<file path="src/rtl/timer_pkg.sv">
// Shared encodings, widths and config-word layout for the timer execution stage.
package timer_pkg;

    localparam int unsigned NTIMER    = 3;
    localparam int unsigned CFG_W     = 19;
    localparam int unsigned CNT_W     = 16;
    localparam int unsigned DIV_W     = 10;
    localparam int unsigned LIMIT_MSB = 15;
    localparam int unsigned TB_LSB    = 16;
    localparam int unsigned EN_BIT    = 18;

    localparam logic [DIV_W-1:0] MS_DIV = DIV_W'(999);

    typedef enum logic [1:0] {
        TB_1US  = 2'b00,
        TB_1MS  = 2'b01,
        TB_MCLK = 2'b10,
        TB_RSVD = 2'b11
    } timebase_e;

    typedef struct packed {
        logic             en;
        timebase_e        tb;
        logic [CNT_W-1:0] limit;
    } timer_cfg_t;

    function automatic timer_cfg_t unpack_cfg(input logic [CFG_W-1:0] raw);
        timer_cfg_t c;
        c.en    = raw[EN_BIT];
        c.tb    = timebase_e'(raw[TB_LSB +: 2]);
        c.limit = raw[LIMIT_MSB:0];
        return c;
    endfunction

endpackage

</file>
<file path="src/rtl/timer_unit.sv">
// One periodic timer channel: timebase select, 16-bit counter, update handling, intr pulse.
module timer_unit
    import timer_pkg::*;
(
    input  logic       mclk,
    input  logic       h_reset_n,
    input  timer_cfg_t cfg,
    input  logic       update,
    input  logic       pulse_1us,
    input  logic       pulse_1ms,
    output logic       intr
);

    logic [CNT_W-1:0] count;
    logic             tick_c;

    always_comb begin
        tick_c = pulse_1us;
        case (cfg.tb)
            TB_1US:  tick_c = pulse_1us;
            TB_1MS:  tick_c = pulse_1ms;
            TB_MCLK: tick_c = 1'b1;
            default: tick_c = pulse_1us;
        endcase
    end

    // An update strobe outranks a coincident tick: the tick and its interrupt are lost.
    always_ff @(posedge mclk or negedge h_reset_n) begin
        if (!h_reset_n) begin
            count <= '0;
            intr  <= 1'b0;
        end else begin
            intr <= 1'b0;
            if (!cfg.en || update) begin
                count <= '0;
            end else if (tick_c) begin
                if (count == cfg.limit) begin
                    count <= '0;
                    intr  <= 1'b1;
                end else begin
                    count <= count + CNT_W'(1);
                end
            end
        end
    end

endmodule

</file>
<file path="src/rtl/timer_core.sv">
// Timer execution stage: 1 us / 1 ms timebase dividers feeding three periodic timer units.
module timer_core
    import timer_pkg::*;
(
    input  logic              mclk,
    input  logic              h_reset_n,
    input  logic [DIV_W-1:0]  cfg_pulse_1us,
    input  logic [NTIMER-1:0] cfg_timer_update,
    input  logic [CFG_W-1:0]  cfg_timer0,
    input  logic [CFG_W-1:0]  cfg_timer1,
    input  logic [CFG_W-1:0]  cfg_timer2,
    output logic              pulse_1us,
    output logic              pulse_1ms,
    output logic [NTIMER-1:0] timer_intr
);

    logic [DIV_W-1:0] us_cnt;
    logic [DIV_W-1:0] ms_cnt;
    logic [DIV_W-1:0] ms_next_c;
    logic             us_hit_c;
    timer_cfg_t       cfg_arr [NTIMER];

    // >= so a lowered divider setting wraps on the next cycle instead of running to 1023.
    assign us_hit_c = (us_cnt >= cfg_pulse_1us);

    // Count of pulse_1us events including the one currently on the output.
    always_comb begin
        ms_next_c = ms_cnt;
        if (pulse_1us) begin
            ms_next_c = (ms_cnt == MS_DIV) ? '0 : ms_cnt + DIV_W'(1);
        end
    end

    // pulse_1ms is looked ahead one cycle so it lands on the same cycle as its pulse_1us.
    always_ff @(posedge mclk or negedge h_reset_n) begin
        if (!h_reset_n) begin
            us_cnt    <= '0;
            ms_cnt    <= '0;
            pulse_1us <= 1'b0;
            pulse_1ms <= 1'b0;
        end else begin
            us_cnt    <= us_hit_c ? '0 : us_cnt + DIV_W'(1);
            pulse_1us <= us_hit_c;
            ms_cnt    <= ms_next_c;
            pulse_1ms <= us_hit_c && (ms_next_c == MS_DIV);
        end
    end

    assign cfg_arr[0] = unpack_cfg(cfg_timer0);
    assign cfg_arr[1] = unpack_cfg(cfg_timer1);
    assign cfg_arr[2] = unpack_cfg(cfg_timer2);

    for (genvar i = 0; i < NTIMER; i++) begin : g_unit
        timer_unit u_unit (
            .mclk      (mclk),
            .h_reset_n (h_reset_n),
            .cfg       (cfg_arr[i]),
            .update    (cfg_timer_update[i]),
            .pulse_1us (pulse_1us),
            .pulse_1ms (pulse_1ms),
            .intr      (timer_intr[i])
        );
    end

endmodule

</file>
<file path="config.mk">
export PLATFORM = sky130hd
export DESIGN_NAME = timer_core
export DESIGN_NICKNAME = d
export VERILOG_FILES = /design/src/rtl/timer_pkg.sv /design/src/rtl/timer_unit.sv /design/src/rtl/timer_core.sv
export SDC_FILE = /design/constraint.sdc
export NUM_CORES = 1
export LEC_CHECK = 0
export BUFFER_PORTS_ARGS = -buffer_cell sky130_fd_sc_hd__buf_4
export CORE_AREA = 3 3 106 108
export CTS_CLUSTER_SIZE = 25
export DETAILED_ROUTE_END_ITERATION = 8
export DIE_AREA = 0 0 109 111
export GPL_ROUTABILITY_DRIVEN = 0
export PLACE_DENSITY = 0.68
export SLEW_MARGIN = 20
export SYNTH_ARGS = -nofsm -noshare
export SYNTH_HDL_FRONTEND = slang
export SYNTH_SLANG_ARGS = --single-unit
</file>
<file path="constraint.sdc">
create_clock -name mclk -period 2.8 [get_ports mclk]
set_clock_uncertainty 0.2 [all_clocks]
set_input_delay 0.14 -clock mclk [delete_from_list [all_inputs] [get_ports mclk]]
set_output_delay 0.14 -clock mclk [all_outputs]
set_load 0.01 [all_outputs]
</file>
==> reports/results.ini, run 1 <==
[status]
outcome=finished, final reports clean

[synth]
synth.cell_area_um2=4900
synth-seq-area-share_pct=37.2
avgSynthCellArea_um2=9.31
synth_seq_cells=73
synth_cells=527
synth.net_count=620
synth_cell_type_count=56
synth_edf_count=0
yosys_most_used_dff=dfrtp_1
yosys_warnings=0
ys_async_sr_fraction_pct=100

[worst_setup_path]
rr_worst_depth=6
crit_buf_inv=1
r2r_end=g_unit[1].u_unit.count[8]
worstReg2RegStart=g_unit[1].u_unit.count[0]
cp_top_family=simple AND/OR/NAND/NOR gates
cpMaxStageDelayCell=nor4_4
slowest_delay_ns=0.64
criticalPathCategory=register to register
required_ns=2.83
cp_max_fo=10
cp-start-kind=register
startpoint=g_unit[1].u_unit.count[0]
crit_chain=xnor2_1 -> nand4_1 -> nor4_4 -> buf_4 -> nand2b_1 -> o31ai_1
arrival_ns=2.43
reg2reg_slack_ns=0.40
end_kind=register

[placed_design]
hpwl_mm=8.18
io_buffers=76

[clock_tree]
postCtsHoldBufs=1
insertion_delay_ns=0.35
cts.sinks=73
cts_tree=built
clockRootBuffer=clkbuf_8
cts_setup_buffers=0
htree_num_levels=3
cts-buffers-inserted=9
clk_pin_slew_ns=0.08
cts_resized=0
cts_buffer_depth=2

[grt]
overflow=0
grt_max_degree=74
grt_pass1_vias=4263
antenna_found_initial=0
groute.usage.overall_pct=19.5
grt_pass1_wl_mm=19.2

[detailed_routing]
drt_pass1_iterations=4
drtAntennaViolNets=0
wirelength_mm=11.2
viasPerCell=5.64
route.detailed.wl_per_inst_um=15.2
drc_errors=0
drtIter0Drc=188
vias=4166

[floorplanning]
fp-row-count=37
die_y_um=111
core_um2=10300
io_pins=77
initial_core_util_pct=47.5
die_x_um=109
die-area_um2=12100

[layout]
area_growth_pct=17.8
final_nets=691
final_cell_mix=buf_4 (85), dfrtp_1 (73), xnor2_1 (39)
final_layout_size_suffix_gt1_share_pct=18.2
antenna_cells=0
final_common_cell=buf_4

[timing]
worst-slew-pin-transition_ns=1.03
tns_ns=0
post-route-period-util_pct=85.8
drv_slew=0
layout_min_cycle_time_ns=2.40
setup_viol=0
slew_headroom_pct=31.2
max_freq_mhz=416
rsz0062_at_grt=no
timing.hold.ws_ns=0.0860
final_hold_viol_count=0

[hold_path]
whs_endpoint=g_unit[0].u_unit.intr
whs_path_depth=4
hold_path_startpoint=cfg_timer_update[0]
hold_path_class=input port to register

[pwr]
power_leakage_nw=2.66
vdd_drop_max_mv=0.267
power_density_nw_per_um2=480

[run]
maxCapViolCount=0

sequential cells by signal, indices dropped and copies added (netlist names):
signal,flops
us_cnt,10
pulse_1ms,1
g_unit.u_unit.intr,3
pulse_1us,1
ms_cnt,10
g_unit.u_unit.count,48
how the worst max path moves through the flow:
stage | to | cells after the start
finish | g_unit[1].u_unit.count[8] | 6
CTS | g_unit[1].u_unit.count[8] | 6
floorplan | g_unit[1].u_unit.count[10] | 7
global placement | g_unit[1].u_unit.count[8] | 6
detailed placement | g_unit[1].u_unit.count[8] | 6
global route | g_unit[1].u_unit.count[0] | 6
final cells by class:
cell class / instances / area, µm²
Clock buffer: 10 / 138
Clock inverter: 6 / 65.1
Fill cell: 933 / 4550
Inverter: 32 / 120
Multi-Input combinational cell: 396 / 2810
Sequential cell: 73 / 1830
Tap cell: 136 / 170
Timing Repair Buffer: 86 / 648
layer usage:
metal | GRT usage (%) | vias to the layer above | wire (µm)
li1 | - | 2060 | -
met1 | 26.5 | 1989 | 5270
met2 | 30.6 | 97 | 5240
met3 | 3.84 | 20 | 532
met4 | 6.90 | 0 | 187
met5 | 0 | - | 0
per-stage QoR:
step	cell area [µm²]	worst slack [ns]	power, mW	utilization (%)	cells
2_1_floorplan	4900	0.814	1.70	-	527
3_3_place_gp	5570	0.368	1.90	53.9	722
3_5_place_dp	5570	0.437	1.93	53.9	722
4_1_cts	5780	0.400	2.81	56.0	739
5_1_grt	5780	0.253	2.97	56.0	739
6_report	5780	0.397	2.77	56.0	739
report_power, final:
part | switching, mW | internal, mW | leakage, nW
logic | 0.307 | 0.309 | 1.55
clock network | 0.423 | 0.439 | 0.103
registers | 0.137 | 1.16 | 1.00
Yosys cell counts (16+ instances only):
| library cell | instances | share of area (%) |
|---|---|---|
| xor2_1 | 23 | 4.1 |
| o31ai_1 | 27 | 4.1 |
| nor2_1 | 25 | 1.9 |
| nand3_1 | 27 | 2.8 |
| xnor2_1 | 39 | 7.0 |
| dfrtp_1 | 73 | 37 |
| a22o_1 | 23 | 4.1 |
| ha_1 | 21 | 5.4 |
| nand4_1 | 16 | 2.0 |
| and3_1 | 23 | 2.9 |
| nand2_1 | 32 | 2.4 |
| nor2b_1 | 21 | 2.7 |
| inv_1 | 32 | 2.4 |
kinds of logic (layout without fill, tap and decap cells):
logic type | Yosys count | in the layout | synth area share [%]
simple gates | 196 | 196 | 22.7
compound gates | 112 | 112 | 17.1
flops | 73 | 73 | 37.2
xor+xnor | 62 | 62 | 11.1
buf+inv | 58 | 134 | 5.46
fa+ha+maj | 21 | 21 | 5.36
mux | 5 | 5 | 1.05
worst reg2reg max path: cells and delay by family, from the launching register on:
family / cells / cell delay (ns)
AO/OA/AOI/OAI: 1 / 0.11
buffers and inverters: 1 / 0.27
flip-flops: 1 / 0.44
XOR/XNOR: 1 / 0.21
AND/OR/NAND/NOR: 3 / 1.05
Power figures use the tool's default switching activity.
==> run 2: changes to the inputs <==
- CORE_AREA: 3 3 106 108 -> 3 3 145 147
- DIE_AREA: 0 0 109 111 -> 0 0 148 150
- PLACE_DENSITY: 0.68 -> 0.41
==> run 2 against run 1 <==
Combinational power fell by 1%. Global-route usage fell by 7.8 points. First-iteration DRC count fell by 32%. Highest routed layer unchanged.
==> reports/results.ini, run 2 (synthesized netlist as in run 1, its figures left out) <==
[timing]
slew_headroom_pct=42.4  ; was 31.2%
tns_ns=0  ; unchanged
post-route-period-util_pct=83.4  ; was 85.8%
final_hold_viol_count=0  ; unchanged
rsz0062_at_grt=no  ; unchanged
setup_viol=0  ; unchanged
drv_slew=0  ; unchanged
worst-slew-pin-transition_ns=0.864  ; was 1.03 ns
worst_slack_ns=0.465  ; was 0.397 ns
max_freq_mhz=428  ; was 416 MHz
layout_min_cycle_time_ns=2.34  ; was 2.40 ns

[layout]
top_register=g_unit.u_unit.count  ; unchanged
final_cell_mix=buf_4 (88), dfrtp_1 (73), xnor2_1 (39)  ; was buf_4 (85), dfrtp_1 (73), xnor2_1 (39)
largest_register_ffs=48  ; unchanged
final_layout_size_suffix_gt1_share_pct=18.5  ; was 18.2%
final_common_cell=buf_4  ; unchanged
area_growth_pct=23.7  ; was 17.8%
fin_area_um2=6070  ; was 5780 µm²
final_nets=695  ; was 691
antenna_cells=0  ; unchanged
reg_top3=g_unit.u_unit.count (48), ms_cnt (10), us_cnt (10)  ; unchanged

[pwr]
power_leakage_nw=2.72  ; was 2.66 nW
power_density_nw_per_um2=504  ; was 480 nW/µm²
p_total_mw=3.06  ; was 2.77 mW
vdd_drop_max_mv=0.297  ; was 0.267 mV

[run]
maxCapViolCount=0  ; unchanged

[worst_setup_path]
crit_chain=nand3_1 -> nor4_2 -> o21ai_0 -> a21o_1 -> and4b_1  ; was xnor2_1 -> nand4_1 -> nor4_4 -> buf_4 -> nand2b_1 -> o31ai_1
worstReg2RegStart=pulse_1us  ; was g_unit[1].u_unit.count[0]
required_ns=2.82  ; was 2.83 ns
slowest_delay_ns=0.58  ; was 0.64 ns
criticalPathCategory=register to register  ; unchanged
cpMaxStageDelayCell=dfrtp_1  ; was nor4_4
cp_max_fo=10  ; unchanged
arrival_ns=2.36  ; was 2.43 ns
end_kind=register  ; unchanged
startpoint=pulse_1us  ; was g_unit[1].u_unit.count[0]
cp-start-kind=register  ; unchanged

[clock_tree]
htree_num_levels=3  ; unchanged
cts_tree=built  ; unchanged
postCtsHoldBufs=1  ; unchanged
clockRootBuffer=clkbuf_16  ; was clkbuf_8
cts_setup_buffers=0  ; unchanged
cts_buffer_depth=2  ; unchanged
clk_pin_slew_ns=0.06  ; was 0.08 ns
cts.sinks=73  ; unchanged
cts-buffers-inserted=9  ; unchanged
cts_resized=0  ; unchanged
insertion_delay_ns=0.34  ; was 0.35 ns

[grt]
grt_util_met3_pct=3.12  ; was 3.84%
use_met1_pct=15.5  ; was 26.5%
grt_max_degree=74  ; unchanged
antenna_found_initial=0  ; unchanged
groute.usage.overall_pct=11.6  ; was 19.5%
grt_most_used_layer=met2  ; unchanged
grt_pass1_vias=4104  ; was 4263
grt_pass1_wl_mm=21.0  ; was 19.2 mm
overflow=0  ; unchanged
grt_use_met2_pct=18.6  ; was 30.6%

[placed_design]
io_buffers=76  ; unchanged
place_area_um2=5760  ; was 5570 µm²
hpwl_mm=9.30  ; was 8.18 mm
dp_slack_ns=0.457  ; was 0.437 ns

[floorplanning]
die_y_um=150  ; was 111 µm
fp-row-count=52  ; was 37
core_um2=20000  ; was 10300 µm²
die-area_um2=22200  ; was 12100 µm²
io_pins=77  ; unchanged
die_x_um=148  ; was 109 µm
initial_core_util_pct=24.5  ; was 47.5%

[detailed_routing]
vias=4153  ; was 4166
route.detailed.wl_per_inst_um=14.4  ; was 15.2 µm
drt_pass1_iterations=4  ; unchanged
drtAntennaViolNets=0  ; unchanged
drc_errors=0  ; unchanged
drtIter0Drc=127  ; was 188
viasPerCell=4.74  ; was 5.64
wirelength_mm=12.7  ; was 11.2 mm

[hold_path]
hold_path_class=input port to register  ; unchanged
hold_path_startpoint=cfg_timer_update[2]  ; was cfg_timer_update[0]

[status]
outcome=finished, final reports clean  ; unchanged

run 2: report_power, final:
group / switching [mW] / total [mW] / leakage, nW / internal [mW]
registers: 0.141 / 1.30 / 1.00 / 1.16
clock network: 0.459 / 1.15 / 0.139 / 0.689
logic: 0.302 / 0.608 / 1.58 / 0.306
run 2: routing by layer:
metal	up-vias	wire length, µm
li1	2069	-
met1	1980	6110
met2	95	5730
met3	9	682
met4	0	140
met5	-	0
run 2: final cells by class:
cell class	instances	area, µm²
Clock buffer	11	233
Clock inverter	5	56.3
Fill cell	2165	14000
Inverter	32	120
Multi-Input combinational cell	396	2810
Sequential cell	73	1830
Tap cell	270	338
Timing Repair Buffer	90	682
run 2: critical path: cells and delay by family (launching register included):
family | cells | cell delay (ns)
simple gates | 3 | 1.04
compound gates | 2 | 0.38
flops | 1 | 0.58
run 2: final timing paths:
| kind | to | slack, ns | cells after the start |
|---|---|---|---|
| max | pulse_1ms | 0.46 | 5 |
| min | g_unit[2].u_unit.count[7] | 0.12 | 5 |
| max reg2reg | pulse_1ms | 0.46 | 5 |
| min reg2reg | us_cnt[0] | 0.31 | 1 |
| max in group asynchronous | g_unit[1].u_unit.count[14] | 1.71 | 2 |
| min in group asynchronous | us_cnt[9] | 0.21 | 2 |
run 2: stage by stage:
| step | utilization [%] | hold WS (ns) | instances |
|---|---|---|---|
| 3_5_place_dp | 28.8 | 0.198 | 860 |
| 3_3_place_gp | 28.8 | 0.188 | 860 |
| 6_report | 30.3 | 0.117 | 877 |
| 4_1_cts | 30.3 | 0.101 | 877 |
| 2_1_floorplan | - | -0.356 | 527 |
| 5_1_grt | 30.3 | 0.149 | 877 |
==> run 3: changes to the inputs <==
- clock period: 2.8 -> 2.34 ns (I/O delays scaled with it)
==> run 3 against run 2 <==
Design area grew 2.8%. Via count grew 2.1%. Count of clock-buffer cells in the layout shrank 1. Die area is the same. Sequential share of layout area shrank 0.83 points. Critical path depth is the same. Final cell count grew 1.5%. Utilization grew 0.86 points. Worst setup slack lost 0.29 ns. Sequential power grew 18%. Largest cell class unchanged. Largest power group unchanged. Highest routed layer unchanged.
==> reports/results.ini, run 3 (synthesized netlist as in run 1, its figures left out) <==
[status]
outcome=finished, final reports clean  ; unchanged

[layout]
largest_register_ffs=48  ; unchanged
top_register=g_unit.u_unit.count  ; unchanged
final_common_cell=buf_4  ; unchanged
final_cell_mix=buf_4 (101), dfrtp_1 (73), xnor2_1 (39)  ; was buf_4 (88), dfrtp_1 (73), xnor2_1 (39)
final_layout_size_suffix_gt1_share_pct=21.1  ; was 18.5%
final_nets=709  ; was 695
antenna_cells=0  ; unchanged
instances_no_fill=890  ; was 877
nFillCells=2153  ; was 2165
area_growth_pct=27.2  ; was 23.7%
reg_top3=g_unit.u_unit.count (48), ms_cnt (10), us_cnt (10)  ; unchanged

[pwr]
p_int_mw=2.73  ; was 2.15 mW
power_density_nw_per_um2=613  ; was 504 nW/µm²
switching_share_pct=28.5  ; was 29.5%
vdd_drop_max_mv=0.296  ; was 0.297 mV
power_switching_mw=1.09  ; was 0.902 mW
combPwrFrac_pct=20.4  ; was 19.9%
p_clk_share_pct=39.3  ; was 37.6%
power_leakage_nw=2.81  ; was 2.72 nW
power_frac_seq_pct=40.3  ; was 42.5%

[clock_tree]
clk_pin_slew_ns=0.06  ; about the same
cts_setup_buffers=0  ; unchanged
htree_num_levels=3  ; unchanged
insertion_delay_ns=0.34  ; about the same
cts-buffers-inserted=9  ; unchanged
cts_tree=built  ; unchanged
cts.sinks=73  ; unchanged
cts_buffer_depth=2  ; unchanged
clockRootBuffer=clkbuf_16  ; unchanged

[hold_path]
hold_path_class=input port to asynchronous set/reset pin  ; was input port to register

[detailed_routing]
vias=4239  ; was 4153
drc_errors=0  ; unchanged
viasPerCell=4.76  ; was 4.74
route.met2.wl_mm=5.96  ; was 5.73 mm
drt_pass1_iterations=4  ; unchanged
drtAntennaViolNets=0  ; unchanged
met1_length_mm=6.16  ; was 6.11 mm
routed.top_layer=met4  ; unchanged
wirelength_mm=12.8  ; was 12.7 mm
route.detailed.wl_per_inst_um=14.4  ; about the same
drtIter0Drc=164  ; was 127
met3_length_um=600  ; was 682 µm

[worst_setup_path]
cpMaxStageDelayCell=a2111oi_1  ; was dfrtp_1
required_ns=2.36  ; was 2.82 ns
criticalPathCategory=register to register  ; unchanged
reg2reg_slack_ns=0.17  ; was 0.46 ns
crit_chain=ha_1 -> a2111oi_1 -> o2bb2ai_1 -> a21oi_2 -> and4b_1  ; was nand3_1 -> nor4_2 -> o21ai_0 -> a21o_1 -> and4b_1
rr_worst_depth=5  ; unchanged
slowest_delay_ns=0.52  ; was 0.58 ns
cp-start-kind=register  ; unchanged
end_kind=register  ; unchanged
worstReg2RegStart=us_cnt[7]  ; was pulse_1us
arrival_ns=2.19  ; was 2.36 ns
r2r_end=pulse_1ms  ; unchanged
cp_max_fo=12  ; was 10

[grt]
grt_pass1_vias=4260  ; was 4104
antenna_found_initial=0  ; unchanged
overflow=0  ; unchanged
grt_max_degree=41  ; was 74
groute.usage.overall_pct=11.8  ; was 11.6%
grt_pass1_wl_mm=21.4  ; was 21.0 mm

[floorplanning]
die_y_um=150  ; unchanged
die_x_um=148  ; unchanged
fp-row-count=52  ; unchanged
initial_core_util_pct=24.5  ; unchanged
core_um2=20000  ; unchanged
io_pins=77  ; unchanged
die-area_um2=22200  ; unchanged

[timing]
setup_viol=0  ; unchanged
post-route-period-util_pct=92.6  ; was 83.4%
drv_slew=0  ; unchanged
rsz0062_at_grt=no  ; unchanged
worst-slew-pin-transition_ns=0.704  ; was 0.864 ns
max_freq_mhz=461  ; was 428 MHz
final_hold_viol_count=0  ; unchanged
timing.hold.ws_ns=0.0845  ; was 0.117 ns
worst_slack_ns=0.172  ; was 0.465 ns
slew_headroom_pct=52.9  ; was 42.4%
layout_min_cycle_time_ns=2.17  ; was 2.34 ns

[placed_design]
dp_cells=874  ; was 860
io_buffers=76  ; unchanged
hpwl_mm=9.60  ; was 9.30 mm
dp_slack_ns=-0.0399  ; was 0.457 ns

[run]
maxCapViolCount=0  ; unchanged

[run 3: final cells by class]
type                    count  area (µm²)  area share, %
multi-input cells         396        2830           45.3
clock inverters             5        80.1           1.28
well taps                 270         338           5.42
flip-flops and latches     73        1830           29.3
repair buffers            104         808           13.0
clock buffers              10         239           3.83
inverters                  32         120           1.93
[run 3: worst max path at each step]
stage / end / startpoint / cells past startpoint
final: pulse_1ms / us_cnt[7] / 5
after global routing: pulse_1ms / us_cnt[7] / 5
after CTS: pulse_1ms / us_cnt[7] / 5
after detailed placement: pulse_1ms / us_cnt[0] / 7
after global placement: pulse_1ms / us_cnt[5] / 6
after floorplan: g_unit[1].u_unit.count[10] / g_unit[1].u_unit.count[8] / 7
[run 3: stage by stage]
stage	total power [mW]	area, µm²	util [%]	TNS (ns)
2_1_floorplan	2.03	4900	-	0
3_3_place_gp	2.33	5890	29.4	0
3_5_place_dp	2.35	5890	29.4	-0.0399
4_1_cts	3.89	6230	31.1	0
5_1_grt	4.09	6240	31.1	0
6_report	3.83	6240	31.1	0
[run 3: metal layers]
metal	up-vias	GRT usage, %
li1	2097	-
met1	2035	15.6
met2	101	19.7
met5	-	0
met4	0	2.17
met3	6	3.18
[run 3: repair_timing]
item | 4_1_cts | 5_1_grt
hold buffers | 1 | 0
endpoints found under the hold margin | 73 | 0
setup endpoints to repair | 1 | 13
gates resized for setup | 1 | 3
[run 3: power groups by stage]
stage | Combinational, mW | Clock (mW) | Sequential (mW)
final | 0.781 | 1.50 | 1.54
after global routing | 0.906 | 1.62 | 1.56
after CTS | 0.798 | 1.55 | 1.54
after detailed placement | 0.783 | 0 | 1.57
after global placement | 0.769 | 0 | 1.56
after floorplan | 0.505 | 0 | 1.53
[run 3: worst max-delay path: cells and delay by family (launching register included)]
family,cells,cell delay (ns)
and+or+nand+nor,1,0.28
adders and majority gates,1,0.31
DFF,1,0.42
AOI/OAI and AO/OA,3,0.85
